### config.mk
export PLATFORM = sky130hd
export DESIGN_NAME = tpu_conv_sequencer
export DESIGN_NICKNAME = d
export VERILOG_FILES = /design/src/rtl/tpu_conv_sequencer.sv
export SDC_FILE = /design/constraint.sdc
export NUM_CORES = 1
export LEC_CHECK = 0
export ABC_AREA = 1
export CAP_MARGIN = 20
export CORE_AREA = 8 8 115 117
export DETAILED_ROUTE_END_ITERATION = 16
export DIE_AREA = 0 0 123 125
export PLACE_DENSITY = 0.8
export SYNTH_ARGS = -nofsm -noshare
export SYNTH_HDL_FRONTEND = slang
export SYNTH_SLANG_ARGS = --single-unit
### constraint.sdc
create_clock -name clk -period 6.1 [get_ports clk]
set_input_delay 0.915 -clock clk [delete_from_list [all_inputs] [get_ports clk]]
set_output_delay 0.915 -clock clk [all_outputs]
set_load 0.05 [all_outputs]
### src/rtl/tpu_conv_sequencer.sv
// Walks every output position of a valid-mode 2-D convolution in raster order,
// NUM_UNITS positions per group, handshaking the TPU datapath and streaming results.
module tpu_conv_sequencer #(
  parameter  int DATA_WIDTH   = 16,
  parameter  int IMAGE_WIDTH  = 5,
  parameter  int IMAGE_HEIGHT = 5,
  parameter  int NUM_UNITS    = 2,
  localparam int AW = $clog2(IMAGE_WIDTH*IMAGE_HEIGHT),
  localparam int KW = $clog2(IMAGE_WIDTH),
  localparam int LW = (KW-1)*(KW-1)+1
) (
  input  logic                             clk,
  input  logic                             reset,
  input  logic                             cmd_valid,
  output logic                             cmd_ready,
  input  logic [KW-1:0]                    cmd_kernel_dim,
  input  logic [AW-1:0]                    cmd_kernel_base,
  input  logic [AW-1:0]                    cmd_bias_addr,
  output logic                             cmd_error,
  output logic                             busy,
  output logic                             tpu_en,
  output logic                             tpu_read_mem1,
  output logic                             tpu_read_mem2,
  output logic                             tpu_simple_read,
  output logic [NUM_UNITS*AW-1:0]          tpu_start_addr_1,
  output logic [NUM_UNITS*AW-1:0]          tpu_start_addr_2,
  output logic [NUM_UNITS*AW-1:0]          tpu_simple_addr,
  output logic [KW-1:0]                    tpu_kernel_dim,
  output logic                             tpu_start,
  output logic [NUM_UNITS-1:0]             tpu_active_units,
  output logic [LW-1:0]                    tpu_length,
  input  logic                             tpu_mem_en1,
  input  logic                             tpu_mem_en2,
  input  logic                             tpu_done,
  input  logic [NUM_UNITS*DATA_WIDTH-1:0]  tpu_relu_out,
  output logic                             res_valid,
  input  logic                             res_ready,
  output logic [NUM_UNITS*DATA_WIDTH-1:0]  res_data,
  output logic [NUM_UNITS-1:0]             res_mask,
  output logic [AW-1:0]                    res_index,
  output logic                             res_last
);

  // Counter width leaves headroom for pos + NUM_UNITS past the last position.
  localparam int CW   = AW + $clog2(NUM_UNITS) + 1;
  localparam int KMAX = (IMAGE_WIDTH < IMAGE_HEIGHT) ? IMAGE_WIDTH : IMAGE_HEIGHT;

  typedef enum logic [2:0] {
    S_IDLE, S_ISSUE, S_WAIT_MEM, S_START, S_WAIT_DONE, S_OUTPUT
  } state_t;

  state_t                            state_q;
  logic [KW-1:0]                     k_q;
  logic [AW-1:0]                     kbase_q, bias_q;
  logic [CW-1:0]                     ow_q, p_q, pos_q, row_q, col_q;
  logic                              men1_q, men2_q;
  logic                              cmd_ready_q, cmd_error_q, busy_q;
  logic                              tpu_en_q, tpu_read_q, tpu_start_q;
  logic [LW-1:0]                     tpu_length_q;
  logic                              res_valid_q, res_last_q;
  logic [NUM_UNITS*DATA_WIDTH-1:0]   res_data_q;
  logic [NUM_UNITS-1:0]              res_mask_q;
  logic [AW-1:0]                     res_index_q;

  logic                              grp_active;
  logic                              cmd_bad;
  logic [CW-1:0]                     cmd_ow, cmd_oh;
  logic [NUM_UNITS-1:0]              lane_act;
  logic [NUM_UNITS*AW-1:0]           addr1_d, addr2_d, saddr_d;
  logic [CW-1:0]                     next_row, next_col;

  assign grp_active = (state_q == S_ISSUE) || (state_q == S_WAIT_MEM) ||
                      (state_q == S_START) || (state_q == S_WAIT_DONE);
  assign cmd_bad    = (cmd_kernel_dim == '0) || (int'(cmd_kernel_dim) > KMAX);
  assign cmd_ow     = CW'(IMAGE_WIDTH + 1)  - CW'(cmd_kernel_dim);
  assign cmd_oh     = CW'(IMAGE_HEIGHT + 1) - CW'(cmd_kernel_dim);

  // Step (row, col) lane by lane; the value after the last lane is the next group's origin.
  always_comb begin : lane_map
    logic [CW-1:0] r, c, lp;
    r        = row_q;
    c        = col_q;
    lp       = '0;
    lane_act = '0;
    addr1_d  = '0;
    addr2_d  = '0;
    saddr_d  = '0;
    for (int u = 0; u < NUM_UNITS; u++) begin
      lp = pos_q + CW'(u);
      if (grp_active && (lp < p_q)) begin
        lane_act[u]          = 1'b1;
        addr1_d[u*AW +: AW]  = AW'(r * CW'(IMAGE_WIDTH) + c);
        addr2_d[u*AW +: AW]  = kbase_q;
        saddr_d[u*AW +: AW]  = bias_q;
      end
      if (c + CW'(1) == ow_q) begin
        c = '0;
        r = r + CW'(1);
      end else begin
        c = c + CW'(1);
      end
    end
    next_row = r;
    next_col = c;
  end

  always_ff @(posedge clk) begin
    if (reset) begin
      state_q      <= S_IDLE;
      k_q          <= '0;
      kbase_q      <= '0;
      bias_q       <= '0;
      ow_q         <= '0;
      p_q          <= '0;
      pos_q        <= '0;
      row_q        <= '0;
      col_q        <= '0;
      men1_q       <= 1'b0;
      men2_q       <= 1'b0;
      cmd_ready_q  <= 1'b1;
      cmd_error_q  <= 1'b0;
      busy_q       <= 1'b0;
      tpu_en_q     <= 1'b0;
      tpu_read_q   <= 1'b0;
      tpu_start_q  <= 1'b0;
      tpu_length_q <= '0;
      res_valid_q  <= 1'b0;
      res_last_q   <= 1'b0;
      res_data_q   <= '0;
      res_mask_q   <= '0;
      res_index_q  <= '0;
    end else begin
      cmd_error_q <= 1'b0;
      tpu_read_q  <= 1'b0;
      tpu_start_q <= 1'b0;
      case (state_q)
        S_IDLE: begin
          if (cmd_valid) begin
            if (cmd_bad) begin
              cmd_error_q <= 1'b1;
            end else begin
              k_q          <= cmd_kernel_dim;
              kbase_q      <= cmd_kernel_base;
              bias_q       <= cmd_bias_addr;
              ow_q         <= cmd_ow;
              p_q          <= cmd_ow * cmd_oh;
              pos_q        <= '0;
              row_q        <= '0;
              col_q        <= '0;
              tpu_length_q <= LW'(cmd_kernel_dim) * LW'(cmd_kernel_dim);
              cmd_ready_q  <= 1'b0;
              busy_q       <= 1'b1;
              tpu_en_q     <= 1'b1;
              tpu_read_q   <= 1'b1;
              state_q      <= S_ISSUE;
            end
          end
        end
        S_ISSUE: state_q <= S_WAIT_MEM;
        S_WAIT_MEM: begin
          // The two memories may report in different cycles; remember each one.
          men1_q <= men1_q | tpu_mem_en1;
          men2_q <= men2_q | tpu_mem_en2;
          if ((men1_q || tpu_mem_en1) && (men2_q || tpu_mem_en2)) begin
            men1_q      <= 1'b0;
            men2_q      <= 1'b0;
            tpu_en_q    <= 1'b0;
            tpu_start_q <= 1'b1;
            state_q     <= S_START;
          end
        end
        S_START: state_q <= S_WAIT_DONE;
        S_WAIT_DONE: begin
          if (tpu_done) begin
            res_data_q  <= tpu_relu_out;
            res_mask_q  <= lane_act;
            res_index_q <= pos_q[AW-1:0];
            res_last_q  <= (pos_q + CW'(NUM_UNITS)) >= p_q;
            res_valid_q <= 1'b1;
            state_q     <= S_OUTPUT;
          end
        end
        S_OUTPUT: begin
          if (res_ready) begin
            res_valid_q <= 1'b0;
            if (res_last_q) begin
              busy_q      <= 1'b0;
              cmd_ready_q <= 1'b1;
              state_q     <= S_IDLE;
            end else begin
              pos_q      <= pos_q + CW'(NUM_UNITS);
              row_q      <= next_row;
              col_q      <= next_col;
              tpu_en_q   <= 1'b1;
              tpu_read_q <= 1'b1;
              state_q    <= S_ISSUE;
            end
          end
        end
        default: state_q <= S_IDLE;
      endcase
    end
  end

  assign cmd_ready        = cmd_ready_q;
  assign cmd_error        = cmd_error_q;
  assign busy             = busy_q;
  assign tpu_en           = tpu_en_q;
  assign tpu_read_mem1    = tpu_read_q;
  assign tpu_read_mem2    = tpu_read_q;
  assign tpu_simple_read  = tpu_read_q;
  assign tpu_start_addr_1 = addr1_d;
  assign tpu_start_addr_2 = addr2_d;
  assign tpu_simple_addr  = saddr_d;
  assign tpu_kernel_dim   = k_q;
  assign tpu_start        = tpu_start_q;
  assign tpu_active_units = lane_act;
  assign tpu_length       = tpu_length_q;
  assign res_valid        = res_valid_q;
  assign res_data         = res_data_q;
  assign res_mask         = res_mask_q;
  assign res_index        = res_index_q;
  assign res_last         = res_last_q;

endmodule

### After elaboration in Yosys (flattened, before gate mapping)

Cells that the tools add are included.

* word-level logic and storage cells: 139
* output and inout port bits: 89
* bits in registers: 102

* mux-type cells: 56
* $lt $le $gt $ge: 4
* multipliers: 4
* eq/ne operators: 14
* reduce and logical (&&, ||, !) cells: 23
* bitwise logic cells: 6
* add/subtract/negate cells: 9

Operators with widths (count)
* 7-bit 2-to-1 mux: 12
* 7-bit one-hot mux with 2 select lines: 3
* 7-bit by 1-bit adder with 7-bit output (second input constant): 5
* 5-bit 2-to-1 mux: 6
* 1-bit 2-to-1 mux: 24
* 3-bit one-hot mux with 6 select lines: 1
* 3-bit 2-to-1 mux: 5
* 5-bit AND reduction: 3
* 7-bit == test: 2
* 7-bit less-than comparator: 2
* 7-bit by 3-bit multiplier with 5-bit output (second input constant): 2
* 2-bit != test (second input constant): 6
* 5-bit adder: 2
* 1-bit one-hot mux with 2 select lines: 4
* 7-bit by 2-bit adder with 7-bit output (second input constant): 1
* 7-bit >= comparator: 1
* 4-bit by 4-bit multiplier with 7-bit output: 1
* 3-bit by 2-bit == test with 1-bit output (second input constant): 2
* 3-bit == test (second input constant): 2
* 3-bit logical NOT: 2
* 1-bit logical OR: 6
* 3-bit AND reduction: 2
* 6-bit AND reduction: 1
* 3-bit by 3-bit multiplier with 5-bit output: 1
* other kinds (13): 20

### Depth between registers and ports, before layout

* depth after elaboration: 9
* depth in mapped cells: 25
* gate-level depth less buffers: 24

### Worst setup path after synthesis

Ideal clock, no wire load.

* path type: reg2out
* start point: register col_q[1]
* end point: output tpu_start_addr_1[9]
* data required time: 5.185 ns
* slack: 0.763 ns
* stages on the path, launching flop included: 23
* data arrival time: 4.422 ns
* path through: dfxtp_1 ha_1 nand2_1 nand2_1 nand2_1 nand2_1 nand2_1 nor2_2 nand3_4 buf_6 o21ai_0 inv_1 ha_1 inv_1 fa_1 inv_1 ha_1 a21oi_1 nand2_1 xor2_1 xor2_1 or2_0 a21oi_1

* word-level cells in the longest chain between the ends: 6

RTL lines
* start, declared: RTL line 55 `logic [CW-1:0] ow_q, p_q, pos_q, row_q, col_q;`
* start signal, assigned: RTL line 193 `col_q <= next_col;`
* 7-bit by 1-bit adder with 7-bit output (*): RTL line 96, 100
* 7-bit == test: RTL line 96 `if (c + CW'(1) == ow_q) begin`
* 7-bit 2-to-1 mux: RTL line 96
* 7-bit by 3-bit multiplier with 5-bit output: RTL line 92 `addr1_d[u*AW +: AW] = AW'(r * CW'(IMAGE_WIDTH) + c);`
* 5-bit adder (*): RTL line 92
* 5-bit 2-to-1 mux (*): RTL line 90 `if (grp_active && (lp < p_q)) begin`
* end, declared: RTL line 25 `output logic [NUM_UNITS*AW-1:0] tpu_start_addr_1,`

Every way passes the cells marked *; elsewhere a longest branch is shown, timed or not.

### Worst setup path after layout

* start point: register col_q[0]
* end point: output tpu_start_addr_1[9]

The elaborated chain is that of the path after synthesis.

==> qor.yml <==
floorplanning:
  die_width_um: 123
  dieArea_mm2: 0.0154
  ios: 141
  core_area_mm2: 0.0116
  start_util_pct: 47.9
  die_y_um: 125
  fp-row-count: 40
power:
  clockPowerShare_pct: 23.3
  p_per_area_mw_per_mm2: 327
  p_int_mw: 1.36
  power.switching_mw: 1.03
  total_power_mw: 2.38
  p_leak_nw: 3.08
  p_seq_share_pct: 31.3
  ir_drop_v: 0.000282
  p_comb_share_pct: 45.5
  p_sw_share_pct: 43.1
global_routing:
  grt_max_degree: 61
  grt_pass1_vias: 5111
  grt_usage_pct: 19.5
  gr-total-overflow: 0
  grt_pass1_wl_mm: 24.6
  antenna_found_initial: 0
placed_design:
  dp_hpwl_mm: 10.9
  gp_congestion: 0.878
  io_buffers: 138
finish:
  diodes: 0
  multiInputGateArea_mm2: 0.00316
  layout-drive-gt1-share_pct: 5.39
  num-fill-cells: 1038
  areaGrowthSynthToFinish_pct: 31.2
  fin_nets: 1011
  regArea_mm2: 0.00186
timing:
  fmax_mhz: 180
  setup_tns_ns: 0
  fin_skew_ns: 0.00599
  min_period_ns: 5.54
  rsz0062_at_grt: "false"
  holdWs_ns: 0.464
  hold_viol_final: 0
  period_share_pct: 90.9
  maxSlewViolCount: 0
  tightest_slew_ns: 0.964
  setup_viol: 0
  slew_headroom_pct: 35.7
cts:
  worstSkewPairLatency_ns: 0.34
  cts_tree: "done"
  cts.sinks: 93
  root_buffer: "clkbuf_16"
  h-tree-depth: 3
  cts_made_buffers: 9
  clockBufferDepth: 2
  path_clk_slew_ns: 0.07
  post_cts_buffers: 0
synth:
  ys_warn_count: 0
  yosysSeqAreaShare_pct: 33.5
  yosys.area_share.simple_pct: 25.1
  ys_async_sr_fraction_pct: 0
  avgSynthCellArea_um2: 7.08
  synth_xor_area_share_pct: 4.26
  synth-seq-cells: 93
  syn_inst: 785
  yosys.area.top_type: "dfxtp_1"
  ys.flop_type: "dfxtp_1"
  synthAdderAreaFrac_pct: 13.5
  synth-compound-area-share_pct: 13.8
  yosys.area.top_type_share_pct: 33.5
  synth.area.mux_share_pct: 0
  synth.area.top_cells: "dfxtp_1, nand2_1, ha_1"
  synth.distinct_cells: 36
  synth_top_family_by_area: "simple AND/OR/NAND/NOR gates"
  synth_edf_count: 0
  synth_area_mm2: 0.00556
route:
  antenna_left: 0
  routed_wirelength_mm: 14.5
  drc: 0
  drt_iter0_drc: 292
  vias: 5242
  vias_per_cell: 4.96
  dr.pass1.iters: 4
  wl_per_cell_um: 13.8
critical_path:
  cpPeakStageDelay_ns: 0.52
  crit_path_max_fanout: 16
  path_cells: "ha_1 > nand2_1 > nand2_1 > nand2_1 > nand2_1 > nand2_1 > nor2_2 > nand3_4 > o21ai_0 > inv_1 > ha_1 > inv_1 > fa_1 > inv_1 > ha_1 > a21oi_1 > nand2_1 > xor2_1 > xor2_1 > or2_0 > a21oi_1 > buf_4"
  startpoint_type: "flop"
  crit_path_start: "col_q[0]"
  cp_common_cell: "nand2_1"
  cp-end-kind: "primary output"
  cp.buffers_inverters: 4
  crit_type: "flop to primary output"
  worstPathArrival_ns: 4.63
  r2r_start: "col_q[0]"
  path_delay_family: "adder cells"
  cp.required_ns: 5.18
  slowest_stage: "fa_1"
job:
  maxCapViolations: 0
min_path:
  hold_class: "flop to flop"
  min_from: "res_data[21]"
status:
  status: "completed"
==> synthesized netlist by cell type, types with 3 or more instances <==
master and number:
a21oi_1 94, buf_4 7, clkbuf_1 26, clkinv_1 4, dfxtp_1 93, fa_1 10, ha_1 44, inv_1 88
inv_2 6, nand2_1 200, nand2_2 9, nand3_1 30, nand4_1 11, nor2_1 63, nor2_2 5, o21a_1 3
o21ai_0 42, o21ai_1 3, xnor2_1 14, xor2_1 13
==> sequential cells by signal, indices dropped and copies added, names as in the netlist, 4 cells and up <==
register,flops
bias_q,5
col_q,7
kbase_q,5
p_q,5
pos_q,6
res_data,32
res_index,4
row_q,5
==> path summary, 6_finish.rpt <==
kind                    endpoint  slack (ns)  cells past startpoint
max reg2reg             col_q[4]        2.81                     20
max          tpu_start_addr_1[9]        0.56                     22
min reg2reg         res_data[21]        0.46                      2
min                 res_data[21]        0.46                      2
==> placed cells by master, fill, tap and decap left out, types with 9 or more instances in the layout <==
cell type / n
ha_1: 44
a21oi_1: 94
nand3_1: 30
xnor2_1: 14
xor2_1: 13
dfxtp_1: 92
nor2_1: 63
fa_1: 10
nand4_1: 11
clkbuf_16: 9
nand2_2: 9
clkdlybuf4s50_1: 136
nand2_1: 200
o21ai_0: 42
inv_1: 88
==> routing by layer <==
metal | routed length [um] | track usage (%)
met4 | 268 | 6.45
met3 | 512 | 3.51
met1 | 6200 | 22.8
met2 | 7540 | 34.6
met5 | 0 | 0
==> cells by family (layout without fill, tap and decap cells) <==
| family | Yosys count | in the layout |
|---|---|---|
| AOI/OAI and AO/OA | 148 | 148 |
| xor gates and xnor gates | 27 | 27 |
| adders and majority gates | 54 | 54 |
| buffers and inverters | 134 | 257 |
| DFF | 93 | 93 |
| other | 2 | 3 |
| and+or+nand+nor | 327 | 327 |
==> area by class of cell <==
type	instances	share of cell area [%]
well taps	147	2.52
flip-flops and latches	93	25.6
clock inverters	6	0.858
clock buffers	9	3.09
repair buffers	144	19.6
inverters	98	5.05
multi-input cells	559	43.3
==> worst register-to-register path: stages (launching register included) <==
cell	delay [ns]
dfxtp_2	0.44
ha_1	0.31
nand2_1	0.10
nand2_1	0.12
nand2_1	0.06
nand2_1	0.06
nand2_1	0.06
nor2_2	0.14
nand3_4	0.21
nand2_2	0.16
inv_1	0.08
ha_1	0.34
xor2_1	0.15
nor2_1	0.12
nand3_1	0.13
nor2_4	0.20
nand3_4	0.15
nand2_2	0.11
inv_2	0.06
nand2_1	0.07
a21oi_1	0.06
==> power by group through the flow <==
| stage | logic (mW) | registers [mW] | clock network [mW] |
|---|---|---|---|
| after floorplan | 0.609 | 0.908 | 0 |
| after global placement | 1.07 | 0.754 | 0 |
| after detailed placement | 1.08 | 0.756 | 0 |
| after CTS | 1.09 | 0.744 | 0.562 |
| after global routing | 1.19 | 0.755 | 0.589 |
| final | 1.08 | 0.744 | 0.554 |
==> metrics by stage <==
step / utilization [%] / std cells / setup slack [ns] / cell area [um^2]
2_1_floorplan: - / 786 / 0.763 / 5560
3_3_place_gp: 60.2 / 1040 / 0.869 / 6980
3_5_place_dp: 60.3 / 1041 / 0.788 / 7000
4_1_cts: 62.8 / 1056 / 0.420 / 7290
5_1_grt: 62.8 / 1056 / 0.0338 / 7290
6_report: 62.8 / 1056 / 0.556 / 7290
==> repair_timing <==
action                     CTS  global route
setup endpoints to repair    0             1
hold buffers                 0             0
resized for setup            0             1
No activity file was read; power rests on OpenSTA's default activity.
==> variant, RTL diff (same flow settings) <==
Make the reset (`reset`) asynchronous in one clocked block.
--- a/src/rtl/tpu_conv_sequencer.sv
+++ b/src/rtl/tpu_conv_sequencer.sv
@@ -104,7 +104,7 @@
     next_col = c;
   end
 
-  always_ff @(posedge clk) begin
+  always_ff @(posedge clk or posedge reset) begin
     if (reset) begin
       state_q      <= S_IDLE;
       k_q          <= '0;
Behaviour: differs if reset is asserted again (counterexample within 4 cycles, from zero or initial values and one cycle with reset high); with reset held inactive, the same outputs for 4 cycles.
==> variant against the original RTL <==
Clock skew hardly changed. Largest cell class unchanged. Setup slack worse by 0.075 ns. Critical endpoint unchanged. Synthesized area is 5.3% higher. Sequential cell count stayed put. Fmax is 1.3% lower. Routed wire length is 4.8% higher. Design area is 5.0% higher.
Power is not compared: it rests on default switching activity, and its combinational part moved more than twofold at a synthesized area within 25%.
==> variant: results (changes against the original RTL) <==
stage	metric	value	unit	change
routing	initialDrtViolationCount	245		-16%
finish	fin_nets	990		-2.1%
synth	yosysTopAreaCellShare	39.3	%	+5.8 points
placed_design	gp_congestion	0.893		+1.7%
placed_design	place_inst	1018		-2.2%
timing	fmax	0.178	GHz	-1.3%
routing	dr.pass1.iters	5		+1
synth	synthCells	752		-4.2%
placed_design	dp_hpwl	11.4	mm	+4.2%
worst_setup_path	reg2regPathDepth	22		+10%
timing	worst_pin_slew	0.926	ns	-0.0378 ns
routing	wl	15.2	mm	+4.8%
placed_design	placed_area	7330	µm²	+4.7%
synth	async_reset_ff_share	100	%	+100 points
grt	grt_use_total	20.9	%	+1.4 points
outcome	status	finished clean		
synth	synth_area_leaders	dfrtp_1 (39%), nand2_1 (16%), ha_1 (9.8%)		
synth	synthTopCellsByCount	nand2_1 (242), inv_1 (98), dfrtp_1 (92)		
grt	grt_pass1_wl	25.7	mm	+4.6%
grt	grt_max_degree	70		+15%
min_path	hp-start	res_data[19]		
worst_setup_path	r2r_end	row_q[0]		
worst_setup_path	rrSetupSlack	2.56	ns	-0.25 ns
min_path	hold_path_end	res_data[19]		
finish	layout-drive-gt1-share	4.74	%	-0.66 points
worst_setup_path	cp.arrival	4.70	ns	+0.07 ns
## variant: changes by cell type in the layout (fill, tap and decap cells not counted), sizes merged, moves of 3 or more
cell | unedited run | this run
buf | 8 | 5
nor2 | 69 | 74
o21ai | 45 | 51
a21oi | 94 | 11
xnor2 | 14 | 8
dfrtp | 0 | 92
o21a | 3 | 6
o22ai | 0 | 3
dfxtp | 93 | 0
clkinv | 7 | 3
inv | 96 | 103
xor2 | 13 | 21
nand2 | 209 | 245
## variant: per-layer routing
layer / routed length (µm) / share of wire [%] / up-vias / global-route usage (%)
met5: 0 / 0 / - / 0
met4: 381 / 2.5 / 0 / 8.01
met3: 1210 / 7.9 / 25 / 6.03
met2: 7260 / 48 / 152 / 34.0
met1: 6360 / 42 / 2421 / 25.4
li1: - / - / 2583 / -
## variant: final cells by class
class	count	area [µm²]	share of cell area (%)
tap	147	184	2.40
multi-input combinational	532	3010	39.3
clock inverter	6	93.8	1.23
sequential	93	2330	30.4
clock buffer	10	229	2.99
inverter	103	389	5.08
timing repair buffer	143	1420	18.6
## variant: cells by family after synthesis
kind of cell	Yosys count	synth area share [%]
simple gates	366	26.1
buf+inv	128	8.87
flops	93	39.8
compound gates	78	7.40
fa+ha+maj	56	13.3
xor+xnor	29	4.47
other cells	2	0.128
## variant: repair_timing
item | 4_1_cts | 5_1_grt
hold endpoints to repair | 0 | 0
hold buffers | 0 | 0
buffers inserted | 0 | 0
resized for setup | 0 | 1
endpoints found under the setup margin | 0 | 1
## variant: power by group
group          total, W  internal, W  switching (W)  leakage (nW)
Combinational   0.00278     0.000850        0.00193          2.59
Clock          0.000616     0.000363       0.000253         0.154
Sequential      0.00100     0.000859       0.000145          1.19
